==> config.mk <==
export PLATFORM = sky130hd
export DESIGN_NAME = mdu_div_ctrl
export DESIGN_NICKNAME = d
export VERILOG_FILES = /design/src/rtl/mdu_pkg.sv /design/src/rtl/div_special_detect.sv /design/src/rtl/mdu_div_ctrl.sv
export SDC_FILE = /design/constraint.sdc
export NUM_CORES = 1
export LEC_CHECK = 0
export ABC_AREA = 0
export CELL_PAD_IN_SITES_DETAIL_PLACEMENT = 0
export CELL_PAD_IN_SITES_GLOBAL_PLACEMENT = 2
export CORE_MARGIN = 2
export CORE_UTILIZATION = 31
export CTS_CLUSTER_DIAMETER = 120
export DETAILED_ROUTE_END_ITERATION = 12
export DONT_BUFFER_PORTS = 1
export GPL_TIMING_DRIVEN = 0
export PLACE_DENSITY_LB_ADDON = 0.1
export SYNTH_ARGS = -nofsm -noshare
export SYNTH_HDL_FRONTEND = slang
export SYNTH_SLANG_ARGS = --single-unit
==> constraint.sdc <==
create_clock -name clk_i -period 2.6 [get_ports clk_i]
set_clock_uncertainty 0.2 [all_clocks]
set_input_delay 0 -clock clk_i [delete_from_list [all_inputs] [get_ports clk_i]]
set_output_delay 0 -clock clk_i [all_outputs]
set_load 0.02 [all_outputs]
==> src/rtl/mdu_pkg.sv <==
// Shared MDU encodings: op codes, divider-controller FSM states, overflow MIN constants.
// The DRAIN state exists only when MDU_DIV_FLUSH_EN is defined.
package mdu_pkg;

  typedef enum logic [1:0] {
    OP_DIV  = 2'b00,
    OP_DIVU = 2'b01,
    OP_REM  = 2'b10,
    OP_REMU = 2'b11
  } mdu_op_e;

  typedef enum logic [2:0] {
    ST_IDLE  = 3'd0,
    ST_START = 3'd1,
    ST_WAIT  = 3'd2,
    ST_DONE  = 3'd3
`ifdef MDU_DIV_FLUSH_EN
    ,
    ST_DRAIN = 3'd4
`endif
  } div_state_e;

  localparam logic [31:0] MIN_W  = 32'h8000_0000;
  localparam logic [31:0] NEG1_W = 32'hFFFF_FFFF;

  function automatic logic op_is_signed(input logic [1:0] op);
    return ~op[0];
  endfunction

  function automatic logic op_is_rem(input logic [1:0] op);
    return op[1];
  endfunction

endpackage

==> src/rtl/div_special_detect.sv <==
// Combinational detection of divide-by-zero and signed overflow on prepared operands,
// producing the architecturally defined quotient/remainder so the Divider can be bypassed.
module div_special_detect
  import mdu_pkg::*;
#(
  parameter int XLEN = 64
) (
  input  logic [XLEN-1:0] dividend_i,
  input  logic [XLEN-1:0] divisor_i,
  input  logic            signed_i,
  input  logic            word_i,
  output logic            is_special_o,
  output logic [XLEN-1:0] spec_q_o,
  output logic [XLEN-1:0] spec_rem_o
);

  localparam logic [XLEN-1:0] MIN_X = {1'b1, {(XLEN-1){1'b0}}};

  logic div_zero;
  logic ovf_x;
  logic ovf_w;

  // Word operands arrive already extended, so the low half decides word overflow.
  assign div_zero = (divisor_i == '0);
  assign ovf_x    = signed_i & ~word_i & (dividend_i == MIN_X) & (divisor_i == '1);
  assign ovf_w    = signed_i & word_i & (dividend_i[31:0] == MIN_W) & (divisor_i[31:0] == NEG1_W);

  always_comb begin
    is_special_o = div_zero | ovf_x | ovf_w;
    spec_q_o     = '0;
    spec_rem_o   = '0;
    if (div_zero) begin
      spec_q_o   = '1;
      spec_rem_o = dividend_i;
    end else if (ovf_w) begin
      spec_q_o = {{(XLEN-32){1'b1}}, MIN_W};
    end else if (ovf_x) begin
      spec_q_o = MIN_X;
    end
  end

endmodule

==> src/rtl/mdu_div_ctrl.sv <==
// Issue/retire controller between MDU dispatch and the multi-cycle Divider; special cases bypass it.
// Optional flush support (flush_i port, DRAIN state) is enabled by defining MDU_DIV_FLUSH_EN.
module mdu_div_ctrl
  import mdu_pkg::*;
#(
  parameter int XLEN    = 64,
  parameter int MIN_LAT = 2,
  parameter int CNT_W   = 8
) (
  input  logic            clk_i,
  input  logic            rst_i,
`ifdef MDU_DIV_FLUSH_EN
  input  logic            flush_i,
`endif
  input  logic            in_valid_i,
  output logic            in_ready_o,
  input  logic [1:0]      op_i,
  input  logic            word_i,
  input  logic [XLEN-1:0] rs1_i,
  input  logic [XLEN-1:0] rs2_i,
  input  logic [4:0]      tag_i,
  output logic            out_valid_o,
  input  logic            out_ready_i,
  output logic [XLEN-1:0] result_o,
  output logic [4:0]      tag_o,
  output logic            busy_o,
  output logic            div_start_o,
  output logic            div_sign_o,
  output logic [XLEN-1:0] div_dividend_o,
  output logic [XLEN-1:0] div_divisor_o,
  input  logic [XLEN-1:0] div_q_i,
  input  logic [XLEN-1:0] div_rem_i,
  input  logic            div_finish_i
);

  localparam logic [CNT_W-1:0] CAP_CNT = CNT_W'(MIN_LAT - 1);

  div_state_e      state_q, state_d;
  logic [1:0]      op_q, op_d;
  logic            word_q, word_d;
  logic            sign_q, sign_d;
  logic [4:0]      tag_q, tag_d;
  logic [XLEN-1:0] dividend_q, dividend_d;
  logic [XLEN-1:0] divisor_q, divisor_d;
  logic [XLEN-1:0] result_q, result_d;
  logic [CNT_W-1:0] cnt_q, cnt_d;

  logic [XLEN-1:0] prep_a, prep_b;
  logic            is_special;
  logic [XLEN-1:0] spec_q, spec_rem;
  logic            lat_ok;
  logic            accept;

  function automatic logic [XLEN-1:0] prep(input logic [XLEN-1:0] v, input logic word,
                                           input logic sgn);
    if (!word) return v;
    return {{(XLEN-32){sgn & v[31]}}, v[31:0]};
  endfunction

  function automatic logic [XLEN-1:0] wadj(input logic [XLEN-1:0] v, input logic word);
    if (!word) return v;
    return {{(XLEN-32){v[31]}}, v[31:0]};
  endfunction

  assign prep_a = prep(rs1_i, word_i, op_is_signed(op_i));
  assign prep_b = prep(rs2_i, word_i, op_is_signed(op_i));

  div_special_detect #(.XLEN(XLEN)) u_special (
    .dividend_i   (prep_a),
    .divisor_i    (prep_b),
    .signed_i     (op_is_signed(op_i)),
    .word_i       (word_i),
    .is_special_o (is_special),
    .spec_q_o     (spec_q),
    .spec_rem_o   (spec_rem)
  );

`ifdef MDU_DIV_FLUSH_EN
  assign in_ready_o = (state_q == ST_IDLE) & ~flush_i;
`else
  assign in_ready_o = (state_q == ST_IDLE);
`endif
  assign accept         = in_valid_i & in_ready_o;
  assign out_valid_o    = (state_q == ST_DONE);
  assign busy_o         = (state_q != ST_IDLE);
  assign div_start_o    = (state_q == ST_START);
  assign div_sign_o     = sign_q;
  assign div_dividend_o = dividend_q;
  assign div_divisor_o  = divisor_q;
  assign result_o       = result_q;
  assign tag_o          = tag_q;
  // A finish seen before MIN_LAT cycles after start belongs to an older op.
  assign lat_ok         = (cnt_q >= CAP_CNT);

  always_comb begin
    state_d    = state_q;
    op_d       = op_q;
    word_d     = word_q;
    sign_d     = sign_q;
    tag_d      = tag_q;
    dividend_d = dividend_q;
    divisor_d  = divisor_q;
    result_d   = result_q;
    cnt_d      = (cnt_q == '1) ? cnt_q : cnt_q + 1'b1;
    case (state_q)
      ST_IDLE: begin
        if (accept) begin
          op_d       = op_i;
          word_d     = word_i;
          sign_d     = op_is_signed(op_i);
          tag_d      = tag_i;
          dividend_d = prep_a;
          divisor_d  = prep_b;
          if (is_special) begin
            result_d = wadj(op_is_rem(op_i) ? spec_rem : spec_q, word_i);
            state_d  = ST_DONE;
          end else begin
            state_d = ST_START;
          end
        end
      end
      ST_START: begin
        cnt_d   = '0;
        state_d = ST_WAIT;
      end
      ST_WAIT: begin
        if (lat_ok && div_finish_i) begin
          result_d = wadj(op_is_rem(op_q) ? div_rem_i : div_q_i, word_q);
          state_d  = ST_DONE;
        end
      end
      ST_DONE: begin
        if (out_ready_i) state_d = ST_IDLE;
      end
`ifdef MDU_DIV_FLUSH_EN
      ST_DRAIN: begin
        if (lat_ok && div_finish_i) state_d = ST_IDLE;
      end
`endif
      default: state_d = ST_IDLE;
    endcase
`ifdef MDU_DIV_FLUSH_EN
    if (flush_i) begin
      if (state_q == ST_START || state_q == ST_WAIT) begin
        result_d = result_q;
        state_d  = ST_DRAIN;
      end else if (state_q == ST_DONE) begin
        state_d = ST_IDLE;
      end
    end
`endif
  end

  always_ff @(posedge clk_i) begin
    if (rst_i) begin
      state_q    <= ST_IDLE;
      op_q       <= '0;
      word_q     <= 1'b0;
      sign_q     <= 1'b0;
      tag_q      <= '0;
      dividend_q <= '0;
      divisor_q  <= '0;
      result_q   <= '0;
      cnt_q      <= '0;
    end else begin
      state_q    <= state_d;
      op_q       <= op_d;
      word_q     <= word_d;
      sign_q     <= sign_d;
      tag_q      <= tag_d;
      dividend_q <= dividend_d;
      divisor_q  <= divisor_d;
      result_q   <= result_d;
      cnt_q      <= cnt_d;
    end
  end

endmodule

=== Word-level counts from Yosys, hierarchy flattened ===
Cells that the tools add are included.

* Bits in registers: 212
* Input bits: 269
* Output and inout bits: 202
* Word-level logic and storage cells: 73

* Add/sub/neg operators: 1
* $lt $le $gt $ge: 1
* Eq/ne operators: 12
* Muxes and demuxes: 28
* Bitwise operators: 13
* Reduce and logical (&&, ||, !) cells: 9

{| class="wikitable"
|+ Operators with widths
! kind !! count
|-
| two-way mux 64 bit || 15
|-
| == test 64 bit (second input constant) || 2
|-
| one-hot mux 64 bit (2 select lines) || 1
|-
| == test 32 bit (second input constant) || 2
|-
| zero test 64 bit || 1
|-
| one-hot mux 3 bit (4 select lines) || 1
|-
| bitwise AND 1 bit || 9
|-
| two-way mux 3 bit || 3
|-
| adder 8 x 1 -> 8 bit (second input constant) || 1
|-
| == test 8 bit (second input constant) || 1
|-
| >= comparator 8 x 1 -> 1 bit (second input constant) || 1
|-
| two-way mux 1 bit || 7
|-
| == test 3 x 2 -> 1 bit (second input constant) || 2
|-
| != test 2 x 1 -> 1 bit (second input constant) || 3
|-
| AND reduction 4 bit || 1
|-
| == test 3 x 1 -> 1 bit (second input constant) || 1
|-
| zero test 3 bit || 1
|-
| AND reduction 3 bit || 1
|-
| nonzero test 3 bit || 1
|-
| two-way mux 2 bit || 1
|-
| != test 2 bit (second input constant) || 1
|-
| NOT 1 bit || 2
|-
| bitwise OR 1 bit || 2
|-
| AND reduction 2 bit || 1
|-
| other kinds (3) || 3
|}

=== Logic depth before layout (Yosys ltp) ===
Gate-level depths: netlist of run 1.

* Word-level depth: 15
* Mapped depth: 11
* Mapped depth without buffers: 9

=== By module ===
From an unflattened synthesis of run 1, not the netlist that was laid out.

* Cells, all modules: 1,468
* Area, all modules: 11,994.0 um^2

{| class="wikitable"
|+ Modules (own cells, without submodules)
! module !! instances !! cells an instance !! area an instance (um^2) !! seq. area each (um^2)
|-
| mdu_div_ctrl || 1 || 1,262 || 10,611.4 || 4,204.0
|-
| div_special_detect || 1 || 206 || 1,382.6 || 0.0
|}

=== Worst setup path after synthesis of run 1 ===
No wires, ideal clock.

* Path type: register to register
* Start point: register cnt_q[1]
* End point: register result_q[33] (netlist: result_o[33])
* Setup time: 0.117 ns
* Data arrival time: 2.215 ns
* Data required time: 2.283 ns
* Slack: 0.068 ns
* Stages on the path, launching flop included: 12
* Buffers on the path: 2
* Period minus slack after synthesis: 2.532 ns
* Cells stage by stage: dfxtp_1 > inv_1 > ha_1 > or4b_2 > o21ai_0 > o2bb2ai_1 > nor2_1 > o31a_2 > nor2b_1 > buf_4 > buf_6 > a32o_1

* Cells in the longest elaborated chain, start to end: 4

{| class="wikitable"
|+ RTL lines
! what !! RTL line !! text
|-
| from (decl) || mdu_div_ctrl.sv:46 || <nowiki>logic [CNT_W-1:0] cnt_q, cnt_d;</nowiki>
|-
| from (signal assigned) || mdu_div_ctrl.sv:174 || <nowiki>cnt_q <= cnt_d;</nowiki>
|-
| >= comparator 8 x 1 -> 1 bit || mdu_div_ctrl.sv:93 || <nowiki>assign lat_ok = (cnt_q >= CAP_CNT);</nowiki>
|-
| logical AND 1 bit || mdu_div_ctrl.sv:127 || <nowiki>if (lat_ok && div_finish_i) begin</nowiki>
|-
| != test 2 bit (no line) || - ||
|-
| AND reduction 4 bit (no line) || - ||
|-
| to (signal assigned) || mdu_div_ctrl.sv:173 || <nowiki>result_q <= result_d;</nowiki>
|-
| to (decl) || mdu_div_ctrl.sv:45 || <nowiki>logic [XLEN-1:0] result_q, result_d;</nowiki>
|}

Every way passes these cells.
A chain may end at the register's enable or synchronous reset.

=== Worst setup path after layout of run 1 ===
* Start point: register cnt_q[1]
* End point: register result_q[39] (netlist: result_o[39])

Same word-level chain as after synthesis.

==> load_flow_metrics.sql, run 1 <==
INSERT INTO impl_metrics (metric_group, metric, value, unit) VALUES
('run_status', 'run_status', 'complete, no violations', ''),
('global_routing', 'grt_max_degree', '13', ''),
('setup_path', 'crit_type', 'reg -> reg', ''),
('finish', 'final_util', '46.60', '%'),
('synth', 'synth_cell_type_count', '51', ''),
('setup_path', 'worst-r2r-setup-slack', '80', 'ps'),
('synth', 'synth.top_cell.area_share', '41.67', '%'),
('synth', 'syn_inst', '1201', ''),
('finish', 'regArea', '4207', 'um2'),
('detailed_routing', 'residual_antenna_violating_net_count_after_detailed_routing', '0', ''),
('setup_path', 'start_kind', 'flop', ''),
('finish', 'proportion_of_layout_cells_with_a_drive_suffix_above_1', '11.14', '%'),
('finish', 'fillCellCount', '3199', ''),
('cts', 'tritoncts', 'built', ''),
('global_routing', 'global_route_wire_length_before_repair', '69920', 'um'),
('floorplanning', 'die_x', '184.4', 'um'),
('global_routing', 'grtUsageMet3', '8.654', '%'),
('global_routing', 'grt_pass1_vias', '11160', ''),
('job', 'maxCapViolations', '0', ''),
('detailed_routing', 'remaining_drc_errors', '0', ''),
('place', 'gp_weighted_congestion', '0.8068', ''),
('synth', 'syn-mean-instance-area', '8.401', 'um2'),
('place', 'place.detailed.hpwl', '33890', 'um'),
('place', 'post_place_cells', '1643', ''),
('setup_path', 'path_max_fanout', '7', ''),
('synth', 'synth.net_count', '1478', ''),
('place', 'buffer_ports.inserted', '0', ''),
('detailed_routing', 'wl_per_cell', '24.22', 'um'),
('synth', 'number_of_synthesized_flops_with_an_enable_pin', '0', ''),
('timing', 'worst_pin_slew', '893.0', 'ps'),
('synth', 'synth_commonest_cells', 'sky130_fd_sc_hd__dfxtp_1, sky130_fd_sc_hd__nand2_1, sky130_fd_sc_hd__nor2_1', ''),
('timing', 'final.min_clock_period', '2520', 'ps'),
('finish', 'layoutNonFillerInstCount', '2024', ''),
('detailed_routing', 'initialDrtViolationCount', '431', ''),
('cts', 'insertion_delay', '530', 'ps'),
('timing', 'worst_slew_margin_rel', '40.46', '%'),
('setup_path', 'cp-endpoint', 'result_o[39]', ''),
('global_routing', 'global_route.usage.total', '27.16', '%'),
('floorplanning', 'dieHeight', '184.4', 'um'),
('timing', 'timing_max_transition_violations_final', '0', ''),
('global_routing', 'antenna_found_initial', '1', ''),
('synth', 'synth_async_sr_flop_share', '0', '%'),
('power_and_ir_drop', 'cellLeakagePower', '0.005473', 'uW'),
('setup_path', 'critPathArrivalTime', '2800', 'ps'),
('power_and_ir_drop', 'vdd.ir_drop.worst', '0.5542', 'mV'),
('synth', 'ys_dominant_reg_cell', 'sky130_fd_sc_hd__dfxtp_1', ''),
('detailed_routing', 'routed_wirelength', '49010', 'um'),
('detailed_routing', 'drtPass1Iterations', '4', ''),
('timing', 'timing.final.crit_share', '96.92', '%'),
('detailed_routing', 'vias', '10860', ''),
('synth', 'synth_most_common_cell', 'sky130_fd_sc_hd__dfxtp_1', ''),
('floorplanning', 'die_area', '34010', 'um2'),
('setup_path', 'critical_path.reg2reg.startpoint', 'cnt_q[1]', ''),
('setup_path', 'end_kind', 'flop', ''),
('finish', 'fin_nets', '1839', ''),
('synth', 'synth_area_leaders', 'sky130_fd_sc_hd__dfxtp_1, sky130_fd_sc_hd__a311oi_1, sky130_fd_sc_hd__nand2_1, sky130_fd_sc_hd__nor2_1, sky130_fd_sc_hd__a21oi_1', ''),
('global_routing', 'global_route.usage.met2', '50.02', '%'),
('global_routing', 'grt_util_met1', '30.11', '%'),
('detailed_routing', 'post_drt_via_cell_ratio', '5.368', ''),
('setup_path', 'regToRegEndpoint', 'result_o[39]', ''),
('timing', 'worst_hold_slack', '4.164', 'ps'),
('floorplanning', 'rows', '66', ''),
('synth', 'ys_ff_latch', '210', ''),
('synth', 'ys_warn_count', '0', ''),
('place', 'placedInstanceArea', '10640', 'um2'),
('setup_path', 'ff2ff_path_depth', '12', ''),
('cts', 'clockBufferDepth', '3', ''),
('synth', 'synth.largest_area_cell', 'sky130_fd_sc_hd__dfxtp_1', ''),
('floorplanning', 'boundaryPins', '471', ''),
('floorplanning', 'start_util', '31.25', '%'),
('synth', 'netlist_area', '10090', 'um2');
-- per-layer routing --
layer	share of wire [%]	wire length [um]
met5	0	0
met1	38	18660
met4	2.5	1217
met3	8.6	4220
met2	51	24910
-- metrics by stage --
stage	power (uW)	setup slack (ps)	setup TNS, ps
global placement	9967	-886.8	-58700
global route	15250	-19.10	-117.3
floorplan	8631	67.87	0
CTS	14170	-7.925	-46.69
finish	14450	80.08	0
detailed placement	10020	-924.8	-61720
-- report_power, final --
group / internal (uW) / switching, uW
Sequential: 4090 / 1790
Clock: 2100 / 1480
Combinational: 2100 / 2900
-- how the worst min path moves through the flow --
| stage | from | cells after the start | endpoint |
|---|---|---|---|
| floorplan | op_i[0] | 1 | div_sign_o |
| global placement | op_i[0] | 1 | div_sign_o |
| detailed placement | op_i[0] | 1 | div_sign_o |
| CTS | rs1_i[26] | 3 | div_dividend_o[26] |
| global route | rs2_i[36] | 3 | div_divisor_o[36] |
| finish | rs2_i[36] | 3 | div_divisor_o[36] |
-- area by class of cell --
class	instances	share of cell area (%)
timing repair buffer	334	22.22
sequential	210	27.96
clock inverter	8	0.2661
clock buffer	38	5.297
antenna	2	0.03326
buffer	110	3.584
multi-input combinational	872	36.77
tap	442	3.676
inverter	8	0.1996
-- worst max-delay path, stage by stage, from the launching register on --
cell	delay, ps
sky130_fd_sc_hd__dfxtp_2	320
sky130_fd_sc_hd__inv_1	60
sky130_fd_sc_hd__ha_1	170
sky130_fd_sc_hd__or4b_4	500
sky130_fd_sc_hd__o21ai_4	170
sky130_fd_sc_hd__o2bb2ai_2	130
sky130_fd_sc_hd__nor2_1	70
sky130_fd_sc_hd__o31a_4	140
sky130_fd_sc_hd__buf_6	130
sky130_fd_sc_hd__nor2_4	110
sky130_fd_sc_hd__buf_12	150
sky130_fd_sc_hd__buf_2	180
sky130_fd_sc_hd__a32o_1	140
-- layout by cell type, fill, tap and decap left out, drive strengths merged, types with 17 or more instances in the layout --
cell type	netlist	layout
a21oi	107	107
mux2	32	32
buf	23	29
a211oi	34	34
nor2	144	144
o21ai	36	36
clkbuf	88	126
a32o	32	32
nor3	38	38
a21o	29	29
dfxtp	210	210
dlygate4sd3	0	325
nand2b	64	64
mux2i	33	33
a311oi	65	65
nand4	17	17
nand2	149	149
nor4	31	31
-- registers in the layout, indices dropped and copies added (netlist names) --
| signal | count |
|---|---|
| div_divisor_o | 64 |
| op_q | 1 |
| cnt_q | 8 |
| state_q | 2 |
| word_q | 1 |
| div_sign_o | 1 |
| result_o | 64 |
| div_dividend_o | 64 |
| tag_o | 5 |
-- cells by family after synthesis --
group | Yosys count | synth area share [%]
buffers and inverters | 119 | 4.911
muxes | 65 | 6.845
xor gates and xnor gates | 4 | 0.3473
AOI/OAI and AO/OA | 319 | 23.28
adders and majority gates | 8 | 0.9921
DFF | 210 | 41.67
and+or+nand+nor | 476 | 21.96
-- what timing repair did --
item | in CTS | in global routing
cloned | 1 | 2
hold buffers | 325 | 1
buffers inserted | 1 | 4
gates resized for setup | 27 | 64
hold endpoints to repair | 201 | 1
pin swaps | 1 | 3
setup endpoints to repair | 200 | 125
(Power assumes the default switching activity.)
==> run 2: changes to the inputs <==
CORE_UTILIZATION = 32   (was 31)
SYNTH_HIERARCHICAL = 1   (was not set)
==> run 2 against run 1 <==
  * The run now ends with hold timing, setup timing left
  * Sequential power is 12% lower
  * Non-clock buffer count up 156
  * Maximum frequency shrank 8.6%
  * Via count grew 16%
  * Final area is 25% higher
  * Count of clock-buffer cells in the layout rose by 2
  * Largest cell class unchanged
  * Largest power group is now combinational cells
==> load_flow_metrics.sql, run 2 <==
INSERT INTO impl_metrics (metric_group, metric, value, unit) VALUES
('finish', 'syn2layout_area_growth', '56.49', '%'),
('global_routing', 'grt_util_met1', '36.97', '%'),
('power_and_ir_drop', 'power_per_cell_area', '769.8', 'nW/um2'),
('global_routing', 'antenna_found_initial', '2', ''),
('floorplanning', 'die_x', '197.6', 'um'),
('setup_path', 'critPathMaxStageDelay', '380', 'ps'),
('cts', 'cts_buf_count', '27', ''),
('synth', 'synth_commonest_cells', 'sky130_fd_sc_hd__dfxtp_1, sky130_fd_sc_hd__nand2_1, sky130_fd_sc_hd__a21oi_1', ''),
('synth', 'syn_inst', '1468', ''),
('setup_path', 'start_kind', 'input port', ''),
('cts', 'cts_root_buffer', 'sky130_fd_sc_hd__clkbuf_16', ''),
('power_and_ir_drop', 'comb_power_share', '38.5', '%'),
('run_status', 'violated_checks', 'hold timing, setup timing', ''),
('timing', 'timing.final.setup_violations', '62', ''),
('synth', 'synth_async_sr_flop_share', '0', '%'),
('setup_path', 'path_max_fanout', '8', ''),
('setup_path', 'standard_cell_with_the_maximum_stage_delay_on_the_critical_path', 'sky130_fd_sc_hd__nor4_4', ''),
('timing', 'timing.final.crit_share', '106.1', '%'),
('global_routing', 'grt_pass1_vias', '13040', ''),
('run_status', 'run_status', 'finished with violations', ''),
('power_and_ir_drop', 'internal_power', '8414', 'uW'),
('cts', 'tritoncts', 'built', ''),
('synth', 'netlist_area', '11990', 'um2'),
('synth', 'synth-seq-area-share', '35.05', '%'),
('setup_path', 'path_cells', 'buf_12 -> nor2b_4 -> nand2_4 -> buf_8 -> o21ai_4 -> nor4_4 -> nand4_1 -> nor4_4 -> buf_6 -> buf_12 -> buf_6 -> and2_4 -> mux2i_4 -> o32ai_4 -> buf_12 -> clkbuf_16 -> o22ai_2 -> a21oi_1', ''),
('power_and_ir_drop', 'clockPowerShare', '26.0', '%'),
('global_routing', 'global_route_wire_length_before_repair', '83990', 'um'),
('power_and_ir_drop', 'seqPwrFrac', '35.6', '%'),
('setup_path', 'worstPathBufferInverterCount', '7', ''),
('finish', 'final_util', '51.02', '%'),
('floorplanning', 'boundaryPins', '471', ''),
('place', 'gp_weighted_congestion', '0.8212', ''),
('global_routing', 'grt_max_degree', '21', ''),
('setup_path', 'timing.critical_path.required', '2890', 'ps'),
('timing', 'worst_slew_margin_rel', '38.82', '%'),
('global_routing', 'grtUsageMet3', '7.171', '%'),
('power_and_ir_drop', 'cellLeakagePower', '0.007967', 'uW'),
('setup_path', 'crit_type', 'in -> reg', ''),
('synth', 'synth_cell_type_count', '54', ''),
('finish', 'commonest_cells_after_routing_fill_and_taps_aside', 'sky130_fd_sc_hd__dlygate4sd3_1, sky130_fd_sc_hd__dfxtp_1, sky130_fd_sc_hd__nand2_1', ''),
('setup_path', 'critPathArrivalTime', '3050', 'ps'),
('cts', 'clock_sink_count', '210', ''),
('synth', 'ys_ff_latch', '210', ''),
('detailed_routing', 'remaining_drc_errors', '0', ''),
('power_and_ir_drop', 'vdd.ir_drop.worst', '0.4738', 'mV'),
('detailed_routing', 'routed_wirelength', '58290', 'um'),
('timing', 'final.min_clock_period', '2758', 'ps'),
('timing', 'max_clock_freq', '362.6', 'MHz'),
('timing', 'worst_hold_slack', '-103.4', 'ps'),
('floorplanning', 'start_util', '32.61', '%'),
('timing', 'fin_setup_tns', '-7006', 'ps'),
('floorplanning', 'die_area', '39050', 'um2'),
('timing', 'timing.final.ws_setup', '-157.7', 'ps'),
('detailed_routing', 'wl_per_cell', '24.35', 'um'),
('synth', 'synth_area_leaders', 'sky130_fd_sc_hd__dfxtp_1, sky130_fd_sc_hd__mux2i_1, sky130_fd_sc_hd__a21oi_1, sky130_fd_sc_hd__nand2_1, sky130_fd_sc_hd__o211a_1', ''),
('detailed_routing', 'initialDrtViolationCount', '678', ''),
('timing', 'worst_pin_slew', '917.7', 'ps'),
('cts', 'cts-htree-levels', '1', ''),
('synth', 'number_of_synthesized_flops_with_an_enable_pin', '0', ''),
('global_routing', 'global_route.usage.met2', '47.87', '%'),
('finish', 'proportion_of_layout_cells_with_a_drive_suffix_above_1', '18.92', '%'),
('synth', 'synth_most_common_cell', 'sky130_fd_sc_hd__dfxtp_1', ''),
('global_routing', 'globalRouteOverflowTotal', '0', ''),
('setup_path', 'path_delay_family', 'simple AND/OR/NAND/NOR gates', ''),
('finish', 'fin_nets', '2181', ''),
('cts', 'clk_transition_reported_paths', '60', 'ps'),
('detailed_routing', 'vias', '12620', ''),
('detailed_routing', 'drtPass1Iterations', '5', ''),
('synth', 'synth.top_cell.area_share', '35.05', '%'),
('timing', 'hold_viol_final', '19', ''),
('synth', 'ys_dominant_reg_cell', 'sky130_fd_sc_hd__dfxtp_1', ''),
('power_and_ir_drop', 'power.share.switching', '41.77', '%'),
('place', 'place.detailed.hpwl', '39260', 'um'),
('global_routing', 'top_usage_layer', 'met2', ''),
('finish', 'layoutNonFillerInstCount', '2394', ''),
('cts', 'clockBufferDepth', '3', ''),
('synth', 'syn-mean-instance-area', '8.170', 'um2'),
('worst_hold_path', 'worstHoldPathType', 'in -> reg', ''),
('setup_path', 'worst_path_most_repeated_cell', 'sky130_fd_sc_hd__buf_12', ''),
('timing', 'rsz_0062_raised_after_global_routing', 'yes', ''),
('place', 'post_place_cells', '1936', ''),
('detailed_routing', 'residual_antenna_violating_net_count_after_detailed_routing', '0', ''),
('power_and_ir_drop', 'p_sw', '6034', 'uW'),
('timing', 'timing_max_transition_violations_final', '0', ''),
('floorplanning', 'dieHeight', '197.6', 'um'),
('synth', 'synth.largest_area_cell', 'sky130_fd_sc_hd__dfxtp_1', ''),
('synth', 'synth.net_count', '1744', ''),
('finish', 'fillCellCount', '3611', ''),
('job', 'maxCapViolations', '0', ''),
('finish', 'most_common_library_cell_in_the_layout_ignoring_fill_and_taps', 'sky130_fd_sc_hd__dlygate4sd3_1', ''),
('global_routing', 'global_route.usage.total', '28.78', '%'),
('detailed_routing', 'post_drt_via_cell_ratio', '5.273', ''),
('floorplanning', 'coreArea', '36790', 'um2'),
('place', 'buffer_ports.inserted', '0', ''),
('cts', 'insertion_delay', '570', 'ps'),
('setup_path', 'end_kind', 'flop', ''),
('synth', 'ys_warn_count', '6', ''),
('place', 'preCtsSetupSlack', '-2566', 'ps'),
('floorplanning', 'rows', '70', '');
[run 2: cell families (layout without fill, tap and decap cells)]
logic type | Yosys count | after routing | synth area share [%]
simple gates | 467 | 467 | 20.06
compound gates | 386 | 387 | 21.01
buf+inv | 266 | 721 | 11.83
flops | 210 | 210 | 35.05
mux | 130 | 130 | 11.17
fa+ha+maj | 7 | 7 | 0.7302
xor+xnor | 2 | 2 | 0.1461
other cells | 0 | 2 | 0
[run 2: final timing paths]
check / startpoint / end / slack [ps] / cells after the start
hold / removal: in_valid_i / result_o[3] / -100 / 5
setup / recovery: word_i / result_o[52] / -160 / 18
hold reg to reg: word_q / word_q / 270 / 2
setup reg to reg: op_q[1] / result_o[10] / -80 / 7
[run 2: area by class of cell]
| class | instances | area, um2 | area share, % |
|---|---|---|---|
| diodes | 2 | 5.005 | 0.02666 |
| plain buffers | 191 | 1375 | 7.326 |
| clock buffers | 40 | 794.5 | 4.233 |
| clock inverters | 8 | 82.58 | 0.4400 |
| inverters | 73 | 277.8 | 1.480 |
| multi-input cells | 993 | 7192 | 38.32 |
| flip-flops and latches | 210 | 4204 | 22.40 |
| well taps | 468 | 585.6 | 3.120 |
| repair buffers | 409 | 4253 | 22.66 |
[run 2: worst reg2reg max path, stage by stage (launching register included)]
cell and delay [ps]:
sky130_fd_sc_hd__dfxtp_1 390, sky130_fd_sc_hd__clkbuf_2 400, sky130_fd_sc_hd__buf_2 390, sky130_fd_sc_hd__mux2i_1 300
sky130_fd_sc_hd__dlygate4sd3_1 590, sky130_fd_sc_hd__nand2_1 80, sky130_fd_sc_hd__o221ai_1 120, sky130_fd_sc_hd__a21oi_1 90
[run 2: repair_timing]
item,CTS,global route
gates cloned,11,3
endpoints found under the hold margin,208,17
resized for setup,164,97
pin swaps,55,49
setup buffers,26,4
setup endpoints to repair,199,113
hold buffers,365,3
[run 2: power groups by stage]
stage / logic, uW / registers [uW] / clock network, uW
floorplan: 2900 / 4940 / 0
global placement: 3960 / 5210 / 0
detailed placement: 4000 / 5220 / 0
CTS: 5230 / 5150 / 3840
global route: 6040 / 5210 / 3960
finish: 5560 / 5140 / 3750
[run 2: metal layers]
layer / wire [um] / vias to the layer above
li1: - / 6035
met1: 25280 / 6071
met2: 27360 / 443
met3: 4081 / 75
met4: 1576 / 0
met5: 0 / -
[run 2: stage by stage]
step / total power, uW / hold WS (ps) / instance area [um2]
global placement: 9167 / -100.8 / 12700
global route: 15210 / -85.42 / 18760
detailed placement: 9215 / -95.63 / 12700
floorplan: 7831 / -104.2 / 12110
finish: 14450 / -103.4 / 18770
CTS: 14220 / -650.1 / 18310
